File: config.mk
export PLATFORM = sky130hd
export DESIGN_NAME = data_memory_router_flat
export DESIGN_NICKNAME = d
export VERILOG_FILES = /design/src/rtl/data_memory_router_pkg.sv /design/src/rtl/data_memory_router_if.sv /design/src/rtl/data_memory_router_route_tracker.sv /design/src/rtl/data_memory_router.sv /design/src/flat_wrapper.sv
export SDC_FILE = /design/constraint.sdc
export NUM_CORES = 1
export LEC_CHECK = 0
export ABC_AREA = 1
export ABC_CLOCK_PERIOD_IN_PS = 2300
export CORE_AREA = 2 2 121 123
export DETAILED_ROUTE_END_ITERATION = 8
export DIE_AREA = 0 0 123 125
export PLACE_DENSITY_LB_ADDON = 0.3
export SLEW_MARGIN = 25
export SYNTH_ARGS = -nofsm -noshare
export SYNTH_HDL_FRONTEND = slang
export SYNTH_HIERARCHICAL = 1
export SYNTH_SLANG_ARGS = --single-unit
File: constraint.sdc
create_clock -name clk_i -period 2.3 [get_ports clk_i]
set_input_delay 0.23 -clock clk_i [delete_from_list [all_inputs] [get_ports clk_i]]
set_output_delay 0.23 -clock clk_i [all_outputs]
set_load 0.02 [all_outputs]
File: src/rtl/data_memory_router_pkg.sv
// data_memory_router_pkg
//   Shared types for the LSU-to-memory router: store width encoding, the
//   response bundle returned to the LSUs, and the address-window decoder
//   used by the top level for both the load and store directions.
package data_memory_router_pkg;

  // Decoder is sized for up to MAX_PORTS windows. Routers are instantiated
  // with N_PORTS <= MAX_PORTS, and the unused entries are masked out.
  localparam int unsigned MAX_PORTS = 16;
  localparam int unsigned IDX_W     = $clog2(MAX_PORTS);

  typedef enum logic [1:0] {
    BYTE = 2'd0,
    HALF = 2'd1,
    WORD = 2'd2
  } store_width_t;

  // Response driven back to an LSU.
  typedef struct packed {
    logic        valid;
    logic        error;
    logic [31:0] data;
  } rtr_rsp_t;

  typedef struct packed {
    logic             hit;
    logic [IDX_W-1:0] index;
  } region_dec_t;

  // Inclusive window match. The first matching index wins, so overlapping
  // windows resolve to the lowest port.
  function automatic region_dec_t region_decode(
    input logic [31:0]                 addr,
    input logic [MAX_PORTS-1:0][31:0]  base,
    input logic [MAX_PORTS-1:0][31:0]  lim,
    input int unsigned                 n_ports
  );
    region_dec_t r;
    r = '0;
    for (int unsigned i = 0; i < MAX_PORTS; i++) begin
      if (!r.hit && (i < n_ports) && (addr >= base[i]) && (addr <= lim[i])) begin
        r.hit   = 1'b1;
        r.index = IDX_W'(i);
      end
    end
    return r;
  endfunction

endpackage

File: src/rtl/data_memory_router_if.sv
// data_memory_router_if
//   Bundles the LSU-facing and memory-port-facing signals of the router.
//   Signal suffixes are relative to the router: _i is driven into it and
//   _o is driven by it.
//   slave  : router side
//   master : environment side (LSUs plus downstream memory ports)
interface data_memory_router_if #(
  parameter int unsigned N_PORTS = 2
) ();
  import data_memory_router_pkg::*;

  // load unit
  logic                      ldu_request_i;
  logic [31:0]               ldu_address_i;
  logic                      ldu_invalidate_i;
  logic                      ldu_ready_o;
  logic                      ldu_valid_o;
  logic [31:0]               ldu_data_o;
  logic                      ldu_error_o;
  // store unit
  logic                      stu_request_i;
  logic [31:0]               stu_address_i;
  logic [31:0]               stu_data_i;
  store_width_t              stu_width_i;
  logic                      stu_ready_o;
  logic                      stu_done_o;
  logic                      stu_error_o;
  // downstream load ports
  logic [N_PORTS-1:0]        port_load_request_o;
  logic [31:0]               port_load_address_o;
  logic                      port_load_invalidate_o;
  logic [N_PORTS-1:0]        port_load_valid_i;
  logic [N_PORTS-1:0][31:0]  port_load_data_i;
  // downstream store ports
  logic [N_PORTS-1:0]        port_store_request_o;
  logic [31:0]               port_store_address_o;
  logic [31:0]               port_store_data_o;
  store_width_t              port_store_width_o;
  logic [N_PORTS-1:0]        port_store_done_i;

  modport slave (
    input  ldu_request_i, ldu_address_i, ldu_invalidate_i,
    output ldu_ready_o, ldu_valid_o, ldu_data_o, ldu_error_o,
    input  stu_request_i, stu_address_i, stu_data_i, stu_width_i,
    output stu_ready_o, stu_done_o, stu_error_o,
    output port_load_request_o, port_load_address_o, port_load_invalidate_o,
    input  port_load_valid_i, port_load_data_i,
    output port_store_request_o, port_store_address_o, port_store_data_o,
    output port_store_width_o,
    input  port_store_done_i
  );

  modport master (
    output ldu_request_i, ldu_address_i, ldu_invalidate_i,
    input  ldu_ready_o, ldu_valid_o, ldu_data_o, ldu_error_o,
    output stu_request_i, stu_address_i, stu_data_i, stu_width_i,
    input  stu_ready_o, stu_done_o, stu_error_o,
    input  port_load_request_o, port_load_address_o, port_load_invalidate_o,
    output port_load_valid_i, port_load_data_i,
    input  port_store_request_o, port_store_address_o, port_store_data_o,
    input  port_store_width_o,
    output port_store_done_i
  );

endinterface

File: src/rtl/data_memory_router_route_tracker.sv
// route_tracker
//   In-flight bookkeeping for one direction (load or store). All in-flight
//   requests target a single port (cur_port), so responses come back in
//   order from that port alone and need no tags.
//   clk_i, rst_n_i : clock, async active-low reset
//   req_i          : LSU request
//   hit_i, port_i  : decoded window hit and port index for the request
//   rsp_i          : per-port response strobes (valid / done)
//   ready_o        : request can be accepted this cycle
//   acc_map_o      : accepted toward a mapped port (drives the strobe)
//   rsp_fwd_o      : response from cur_port forwarded this cycle
//   err_o          : error response for an unmapped request this cycle
//   cur_port_o     : port targeted by in-flight requests
module route_tracker
  import data_memory_router_pkg::*;
#(
  parameter int unsigned N_PORTS         = 2,
  parameter int unsigned MAX_OUTSTANDING = 4
) (
  input  logic               clk_i,
  input  logic               rst_n_i,
  input  logic               req_i,
  input  logic               hit_i,
  input  logic [IDX_W-1:0]   port_i,
  input  logic [N_PORTS-1:0] rsp_i,
  output logic               ready_o,
  output logic               acc_map_o,
  output logic               rsp_fwd_o,
  output logic               err_o,
  output logic [IDX_W-1:0]   cur_port_o
);

  localparam int unsigned   CW      = $clog2(MAX_OUTSTANDING + 1);
  localparam logic [CW-1:0] CNT_MAX = CW'(MAX_OUTSTANDING);

  logic [CW-1:0]    count_q, count_d;
  logic [IDX_W-1:0] cur_port_q, cur_port_d;
  logic             err_q, err_d;
  logic             idle, acc, rsp_sel;

  assign idle = (count_q == '0);

  // A new port (or an unmapped address) is only taken once the current
  // port has drained, which keeps responses in order without tagging.
  assign ready_o   = (count_q < CNT_MAX) && !err_q &&
                     (idle || (hit_i && (port_i == cur_port_q)));
  assign acc       = req_i & ready_o;
  assign acc_map_o = acc & hit_i;

  always_comb begin
    rsp_sel = 1'b0;
    for (int unsigned p = 0; p < N_PORTS; p++)
      if (cur_port_q == IDX_W'(p)) rsp_sel = rsp_i[p];
  end

  // Responses with nothing outstanding (e.g. stragglers after reset) drop.
  assign rsp_fwd_o  = !idle && rsp_sel;
  assign err_o      = err_q;
  assign cur_port_o = cur_port_q;

  always_comb begin
    count_d    = count_q + CW'(acc_map_o) - CW'(rsp_fwd_o);
    cur_port_d = acc_map_o ? port_i : cur_port_q;
    // One-cycle pulse: ready is low while err_q is set, so no new
    // unmapped accept can overlap it.
    err_d      = acc & !hit_i;
  end

  always_ff @(posedge clk_i or negedge rst_n_i) begin
    if (!rst_n_i) begin
      count_q    <= '0;
      cur_port_q <= '0;
      err_q      <= 1'b0;
    end else begin
      count_q    <= count_d;
      cur_port_q <= cur_port_d;
      err_q      <= err_d;
    end
  end

endmodule

File: src/rtl/data_memory_router.sv
// data_memory_router
//   Routes LSU loads and stores to N_PORTS downstream memory ports by
//   address window, with up to MAX_OUTSTANDING in-flight requests per
//   direction to a single port. Unmapped addresses get a one-cycle-later
//   error response and never reach a port.
//   clk_i, rst_n_i : clock, async active-low reset
//   bus            : LSU and memory-port signals (slave modport)
//   REGION_BASE / REGION_END : packed N_PORTS x 32 inclusive windows,
//   port i in bits [32*i +: 32]. N_PORTS must lie in 2..MAX_PORTS.
module data_memory_router
  import data_memory_router_pkg::*;
#(
  parameter int unsigned              N_PORTS         = 2,
  parameter int unsigned              MAX_OUTSTANDING = 4,
  parameter logic [N_PORTS*32-1:0]    REGION_BASE     = {N_PORTS{32'h0}},
  parameter logic [N_PORTS*32-1:0]    REGION_END      = {N_PORTS{32'hFFFF_FFFF}}
) (
  input  logic                    clk_i,
  input  logic                    rst_n_i,
  data_memory_router_if.slave     bus
);

  // Windows widened to the decoder's fixed size; the extra entries are
  // excluded by the n_ports argument.
  localparam int unsigned EXT_W = MAX_PORTS * 32;
  localparam logic [MAX_PORTS-1:0][31:0] BASE_EXT = EXT_W'(REGION_BASE);
  localparam logic [MAX_PORTS-1:0][31:0] END_EXT  = EXT_W'(REGION_END);

  region_dec_t      ld_dec, st_dec;
  logic             ld_ready, ld_acc_map, ld_fwd, ld_err;
  logic             st_ready, st_acc_map, st_fwd, st_err;
  logic [IDX_W-1:0] ld_cur, st_cur;
  logic [31:0]      ld_sel_data;
  rtr_rsp_t         ld_rsp;

  assign ld_dec = region_decode(bus.ldu_address_i, BASE_EXT, END_EXT, N_PORTS);
  assign st_dec = region_decode(bus.stu_address_i, BASE_EXT, END_EXT, N_PORTS);

  route_tracker #(
    .N_PORTS         (N_PORTS),
    .MAX_OUTSTANDING (MAX_OUTSTANDING)
  ) u_ld_trk (
    .clk_i      (clk_i),
    .rst_n_i    (rst_n_i),
    .req_i      (bus.ldu_request_i),
    .hit_i      (ld_dec.hit),
    .port_i     (ld_dec.index),
    .rsp_i      (bus.port_load_valid_i),
    .ready_o    (ld_ready),
    .acc_map_o  (ld_acc_map),
    .rsp_fwd_o  (ld_fwd),
    .err_o      (ld_err),
    .cur_port_o (ld_cur)
  );

  route_tracker #(
    .N_PORTS         (N_PORTS),
    .MAX_OUTSTANDING (MAX_OUTSTANDING)
  ) u_st_trk (
    .clk_i      (clk_i),
    .rst_n_i    (rst_n_i),
    .req_i      (bus.stu_request_i),
    .hit_i      (st_dec.hit),
    .port_i     (st_dec.index),
    .rsp_i      (bus.port_store_done_i),
    .ready_o    (st_ready),
    .acc_map_o  (st_acc_map),
    .rsp_fwd_o  (st_fwd),
    .err_o      (st_err),
    .cur_port_o (st_cur)
  );

  // One-hot request strobes, combinational from the accept.
  for (genvar g = 0; g < N_PORTS; g++) begin : g_strobe
    assign bus.port_load_request_o[g]  = ld_acc_map && (ld_dec.index == IDX_W'(g));
    assign bus.port_store_request_o[g] = st_acc_map && (st_dec.index == IDX_W'(g));
  end

  // Shared request fields pass straight through to every port.
  assign bus.port_load_address_o    = bus.ldu_address_i;
  assign bus.port_load_invalidate_o = bus.ldu_invalidate_i;
  assign bus.port_store_address_o   = bus.stu_address_i;
  assign bus.port_store_data_o      = bus.stu_data_i;
  assign bus.port_store_width_o     = bus.stu_width_i;

  assign bus.ldu_ready_o = ld_ready;
  assign bus.stu_ready_o = st_ready;

  // Load data mux keyed by the registered cur_port.
  always_comb begin
    ld_sel_data = '0;
    for (int unsigned p = 0; p < N_PORTS; p++)
      if (ld_cur == IDX_W'(p)) ld_sel_data = bus.port_load_data_i[p];
  end

  // Data is zero when idle and on error responses.
  always_comb begin
    ld_rsp       = '0;
    ld_rsp.valid = ld_fwd | ld_err;
    ld_rsp.error = ld_err;
    if (ld_fwd) ld_rsp.data = ld_sel_data;
  end

  assign bus.ldu_valid_o = ld_rsp.valid;
  assign bus.ldu_error_o = ld_rsp.error;
  assign bus.ldu_data_o  = ld_rsp.data;

  assign bus.stu_done_o  = st_fwd | st_err;
  assign bus.stu_error_o = st_err;

endmodule

File: src/flat_wrapper.sv
// flat-port wrapper written by rule: the top's interface ports become plain ports
module data_memory_router_flat import data_memory_router_pkg::*;
#(
  parameter int unsigned              N_PORTS         = 2,
  parameter int unsigned              MAX_OUTSTANDING = 4,
  parameter logic [N_PORTS*32-1:0]    REGION_BASE     = {N_PORTS{32'h0}},
  parameter logic [N_PORTS*32-1:0]    REGION_END      = {N_PORTS{32'hFFFF_FFFF}}
)
  (clk_i, rst_n_i, bus_ldu_request_i, bus_ldu_address_i, bus_ldu_invalidate_i, bus_ldu_ready_o, bus_ldu_valid_o, bus_ldu_data_o, bus_ldu_error_o, bus_stu_request_i, bus_stu_address_i, bus_stu_data_i, bus_stu_width_i, bus_stu_ready_o, bus_stu_done_o, bus_stu_error_o, bus_port_load_request_o, bus_port_load_address_o, bus_port_load_invalidate_o, bus_port_load_valid_i, bus_port_load_data_i, bus_port_store_request_o, bus_port_store_address_o, bus_port_store_data_o, bus_port_store_width_o, bus_port_store_done_i);
  data_memory_router_if #(.N_PORTS(N_PORTS)) bus_i ();
  input  logic clk_i;
  input  logic rst_n_i;
  input wire logic [$bits(bus_i.ldu_request_i)-1:0] bus_ldu_request_i;
  input wire logic [$bits(bus_i.ldu_address_i)-1:0] bus_ldu_address_i;
  input wire logic [$bits(bus_i.ldu_invalidate_i)-1:0] bus_ldu_invalidate_i;
  output wire logic [$bits(bus_i.ldu_ready_o)-1:0] bus_ldu_ready_o;
  output wire logic [$bits(bus_i.ldu_valid_o)-1:0] bus_ldu_valid_o;
  output wire logic [$bits(bus_i.ldu_data_o)-1:0] bus_ldu_data_o;
  output wire logic [$bits(bus_i.ldu_error_o)-1:0] bus_ldu_error_o;
  input wire logic [$bits(bus_i.stu_request_i)-1:0] bus_stu_request_i;
  input wire logic [$bits(bus_i.stu_address_i)-1:0] bus_stu_address_i;
  input wire logic [$bits(bus_i.stu_data_i)-1:0] bus_stu_data_i;
  input wire logic [$bits(bus_i.stu_width_i)-1:0] bus_stu_width_i;
  output wire logic [$bits(bus_i.stu_ready_o)-1:0] bus_stu_ready_o;
  output wire logic [$bits(bus_i.stu_done_o)-1:0] bus_stu_done_o;
  output wire logic [$bits(bus_i.stu_error_o)-1:0] bus_stu_error_o;
  output wire logic [$bits(bus_i.port_load_request_o)-1:0] bus_port_load_request_o;
  output wire logic [$bits(bus_i.port_load_address_o)-1:0] bus_port_load_address_o;
  output wire logic [$bits(bus_i.port_load_invalidate_o)-1:0] bus_port_load_invalidate_o;
  input wire logic [$bits(bus_i.port_load_valid_i)-1:0] bus_port_load_valid_i;
  input wire logic [$bits(bus_i.port_load_data_i)-1:0] bus_port_load_data_i;
  output wire logic [$bits(bus_i.port_store_request_o)-1:0] bus_port_store_request_o;
  output wire logic [$bits(bus_i.port_store_address_o)-1:0] bus_port_store_address_o;
  output wire logic [$bits(bus_i.port_store_data_o)-1:0] bus_port_store_data_o;
  output wire logic [$bits(bus_i.port_store_width_o)-1:0] bus_port_store_width_o;
  input wire logic [$bits(bus_i.port_store_done_i)-1:0] bus_port_store_done_i;
  assign bus_i.ldu_request_i = bus_ldu_request_i;
  assign bus_i.ldu_address_i = bus_ldu_address_i;
  assign bus_i.ldu_invalidate_i = bus_ldu_invalidate_i;
  assign bus_ldu_ready_o = bus_i.ldu_ready_o;
  assign bus_ldu_valid_o = bus_i.ldu_valid_o;
  assign bus_ldu_data_o = bus_i.ldu_data_o;
  assign bus_ldu_error_o = bus_i.ldu_error_o;
  assign bus_i.stu_request_i = bus_stu_request_i;
  assign bus_i.stu_address_i = bus_stu_address_i;
  assign bus_i.stu_data_i = bus_stu_data_i;
  assign bus_i.stu_width_i = bus_stu_width_i;
  assign bus_stu_ready_o = bus_i.stu_ready_o;
  assign bus_stu_done_o = bus_i.stu_done_o;
  assign bus_stu_error_o = bus_i.stu_error_o;
  assign bus_port_load_request_o = bus_i.port_load_request_o;
  assign bus_port_load_address_o = bus_i.port_load_address_o;
  assign bus_port_load_invalidate_o = bus_i.port_load_invalidate_o;
  assign bus_i.port_load_valid_i = bus_port_load_valid_i;
  assign bus_i.port_load_data_i = bus_port_load_data_i;
  assign bus_port_store_request_o = bus_i.port_store_request_o;
  assign bus_port_store_address_o = bus_i.port_store_address_o;
  assign bus_port_store_data_o = bus_i.port_store_data_o;
  assign bus_port_store_width_o = bus_i.port_store_width_o;
  assign bus_i.port_store_done_i = bus_port_store_done_i;
  data_memory_router #(.N_PORTS(N_PORTS), .MAX_OUTSTANDING(MAX_OUTSTANDING), .REGION_BASE(REGION_BASE), .REGION_END(REGION_END)) u_core (.clk_i(clk_i), .rst_n_i(rst_n_i), .bus(bus_i));
endmodule
Word-level counts from Yosys, hierarchy flattened
Cells that the tools add are included.

storage, ports and cells
  memory bits (writable) = 0
  output and inout bits = 141
  memories kept = 0
  register bits after elaboration = 16
  memory bits (read-only) = 0
  bits in latches = 0

operators by class
  order comparisons = 6
  shift operators = 0
  equal/unequal tests = 6
  add/subtract/negate cells = 4
  reductions and logical operators = 34
  muxes and demuxes = 11
  $mul = 0
  bitwise operators = 8
  div/mod/pow operators = 0

operators by type and width
  operator              count
  $mux 32               3
  $ge 32x1->1 const B   2
  $le 32x32->1 const B  2
  $mux 5                4
  $logic_and 1x1->1     18
  $eq 4x1->1 const B    4
  $logic_not 4->1       4
  $eq 4x4->1            2
  $logic_not 1->1       8
  $add 3x1->3           2
  $and 1x1->1           6
  $logic_not 3->1       2
  $lt 3x3->1 const B    2
  $sub 3x1->3           2
  $mux 1                4
  $logic_or 1x1->1      2
  $or 1x1->1            2

Depth between registers and ports, before layout
  word-level depth = 15
  depth in mapped cells = 12
  gate-level depth less buffers = 12

Cells and area by module
The synthesis kept the hierarchy.

by module, submodules not included
  module              seq. area each (um^2)  area each (um^2)  cells each  times used
  data_memory_router  0.0                    1407.6            223         1
  route_tracker       200.2                  481.7             58          2

Least setup slack after synthesis
OpenSTA, ideal clock, no wires.

  kind = register to register
  start point = reg u_core.u_ld_trk.count_q[1]
  end point = reg u_core.u_ld_trk.count_q[2]
  arrival time = 1.983 ns
  clock period less this slack = 2.106 ns
  setup time = 0.123 ns
  slack = 0.194 ns
  buffers on the path = 0
  cell stages (with the launch flop) = 9
  path through = dfrtp_1 or2_2 o2111a_1 ha_1 inv_1 ha_1 inv_1 fa_1 xnor2_1

on the way
  elaborated cells on any way between the ends = 11
  classes of those cells = 2 x add/sub; 1 x order compare; 2 x bitwise; 6 x reduce/logical

RTL lines
  item                                  line                                    RTL
  start: declaration                    data_memory_router_route_tracker.sv:36  logic [CW-1:0] count_q, count_d;
  start signal: assignment              data_memory_router_route_tracker.sv:75  count_q <= count_d;
  $logic_not 3->1                       data_memory_router_route_tracker.sv:41  assign idle = (count_q == '0);
  $logic_not 1->1                       data_memory_router_route_tracker.sv:57  assign rsp_fwd_o = !idle && rsp_sel;
  $logic_and 1x1->1                     data_memory_router_route_tracker.sv:57
  named net u_core.ld_fwd               data_memory_router.sv:30                logic ld_ready, ld_acc_map, ld_fwd, ld_err;
  $sub 3x1->3                           data_memory_router_route_tracker.sv:62  count_d = count_q + CW'(acc_map_o) - CW'(rsp_fwd_o);
  named net u_core.u_ld_trk.count_d[2]  data_memory_router_route_tracker.sv:36

The timed path passes the listed nets, and every way through them passes these cells.
A chain may end at the register's enable or synchronous reset.

Worst setup path in the final report
Ends and elaborated chain as after synthesis.

==> reports/qor.csv <==
metric,value,unit
numPortBuffers,111,
finalWorstSetupSlack,111,ps
period_minus_slack,2190,ps
start_util,16.7,%
drcViolationCount,0,
insertion_delay,240,ps
layout-drive-gt1-share,8.79,%
grt_max_degree,48,
timing.hold.ws,433,ps
slowest_stage,dfrtp_1,
rows,44,
irDropWorstVdd,675,uV
finalNonFillerCells,571,
setup_viol,0,
crit_required,2430,ps
power.leakage,0.00147,uW
fin_skew,0.606,ps
fp.dieH,125,microns
postSynthAreaPerCell,6.99,sq um
clockBufferDepth,2,
cp_slowest_stage_delay,370,ps
cap_violations,0,
timing.slew.headroom,49.6,%
cts_root_buf,clkbuf_16,
dp_slack,-214,ps
end_kind,flip-flop,
antenna_cells,0,
cts_buffers,3,
ios,312,
wire_per_inst,16.9,microns
postLayoutCoreUtil,22.5,%
grt_pass1_vias,2213,
status,"complete, no violations",
fp.dieW,123,microns
hold_viol_final,0,
rsz0062_at_grt,yes,
cp_max_fo,2,
crit_buf_inv,3,
drtIter0Drc,93,
antenna_found_initial,0,
first_pass_iters,4,
start_kind,flip-flop,
yosysSeqAreaShare,16.9,%
drt-vias-per-instance,3.94,
grt_pass1_wl,13.4,mm
synthCells,339,
cts_tree,done,
syn2layout_area_growth,34.7,%
synth_cell_type_count,24,
grt_overflow,0,
crit_path_cell_trace,or2_2 > o2111a_1 > buf_4 > ha_1 > inv_1 > ha_1 > inv_1 > fa_1 > xnor2_1,
crit_type,reg2reg,
ys_ff_latch,16,
finalCritPeriodShare,95.2,%
clock-sinks,16,
hp-class,in2async,
drv_slew,0,
max_freq,457,MHz
worstMarginPinSlew,754,ps
grt.total_usage,11.8,%
totalWireLength,9.63,mm
vias,2248,
pwr_density_cell,912,mW/mm^2
core,0.0142,sq mm
cp_top_family,adder cells,
crit_arrival,2320,ps
die_area,0.0154,sq mm
dp_cells,566,
place.gp.congestion,0.774,
drtAntennaViolNets,0,
p_total,2910,uW
htree_levels,1,
clkTransAtPathRegs,50,ps
post-dp-hpwl,8.20,mm
syn_area,0.00237,sq mm
nets,565,
ys_warn_count,6,
## sequential cells by signal (all words and copies together), names as in the netlist
| register | count |
|---|---|
| u_core/u_st_trk/count_q | 3 |
| u_core/u_st_trk/err_o | 1 |
| u_core/u_ld_trk/count_q | 3 |
| u_core/u_ld_trk/err_o | 1 |
| u_core/u_st_trk/cur_port_o | 4 |
| u_core/u_ld_trk/cur_port_o | 4 |
## layer usage
metal  up-vias  global-route usage (%)  part of all wire (%)
met5         -                    1.64                     0
met4         0                    2.14                   1.5
met3        16                    12.5                    23
met2       174                    16.2                    39
met1       985                    12.4                    36
li1       1073                       -                     -
## cells in the mapped netlist (all sizes together)
cell | instances | share of area [%]
a21oi | 34 | 8.1
clkbuf | 3 | 0.47
nand3 | 66 | 14
nand2 | 36 | 5.7
conb | 2 | 0.32
inv | 22 | 3.5
ha | 4 | 2.1
xor2 | 2 | 0.74
or2 | 4 | 1.1
nand4 | 10 | 3.2
dfrtp | 16 | 17
xnor2 | 4 | 1.5
o21ai | 4 | 0.84
fa | 2 | 1.7
nor2 | 13 | 3.0
o2111a | 2 | 0.95
buf | 115 | 36
## cells in the final DEF, fill, tap and decap left out, types with 2 or more instances in the layout
master / Yosys / final
a21oi_4: 2 / 2
nand3_1: 66 / 66
buf_12: 0 / 4
dfrtp_1: 16 / 16
o2111a_1: 2 / 2
fa_1: 2 / 2
nand2_1: 36 / 36
dlygate4sd2_1: 0 / 33
conb_1: 2 / 38
inv_1: 21 / 21
o21ai_0: 2 / 2
clkbuf_16: 0 / 3
a21oi_1: 32 / 31
ha_1: 4 / 4
nand4_1: 8 / 8
nor2_1: 10 / 10
nor2_4: 3 / 3
clkdlybuf4s50_1: 0 / 75
o21ai_1: 2 / 2
xnor2_1: 4 / 4
xor2_1: 2 / 2
buf_4: 104 / 11
or2_2: 4 / 4
nand4_2: 2 / 2
## cell type report
type	count	area (sq um)
sequential	16	400
clock buffer	4	88.8
inverter	22	82.6
tap	184	230
multi-input combinational	219	1160
fill	1595	11000
timing repair buffer	126	1230
## metrics by stage
step,cell area (sq um),TNS [ps]
5_1_grt,3190,-17.2
3_5_place_dp,3140,-985
2_1_floorplan,2510,0
4_1_cts,3180,0
6_report,3190,0
3_3_place_gp,3140,-602
## worst paths after layout
path	to	cells after the start	from	slack, ps
worst min-delay path	u_core/u_st_trk/count_q[1]$_DFF_PN0_	1	rst_n_i	430
worst min register to register	u_core/u_st_trk/cur_port_o[3]$_DFFE_PN0P_	2	u_core/u_st_trk/cur_port_o[3]$_DFFE_PN0P_	480
worst max register to register	u_core/u_ld_trk/count_q[2]$_DFF_PN0_	9	u_core/u_ld_trk/count_q[1]$_DFF_PN0_	110
worst max-delay path	u_core/u_ld_trk/count_q[2]$_DFF_PN0_	9	u_core/u_ld_trk/count_q[1]$_DFF_PN0_	110
max in group asynchronous	u_core/u_ld_trk/count_q[2]$_DFF_PN0_	1	rst_n_i	1400
min in group clk_i	bus_port_load_address_o[10]	0	bus_ldu_address_i[10]	460
## power by group
group | internal (uW) | switching [uW] | total, uW
Clock | 264 | 107 | 372
Combinational | 841 | 1160 | 2000
Sequential | 413 | 126 | 539
Total | 1520 | 1400 | 2910
## logic make-up (layout without fill, tap and decap cells)
family,Yosys count,after routing,share of synthesized area [%]
buf+inv,140,152,40.0
simple gates,129,129,26.9
compound gates,40,40,9.92
flops,16,16,16.9
fa+ha+maj,6,6,3.80
xor+xnor,6,6,2.22
other cells,2,38,0.317
## repair_timing
item,CTS,global route
hold buffers,0,0
resized for setup,37,4
pin swaps,0,1
hold endpoints to repair,0,0
endpoints found under the setup margin,35,5
setup buffers,0,1
(Power assumes the default switching activity.)
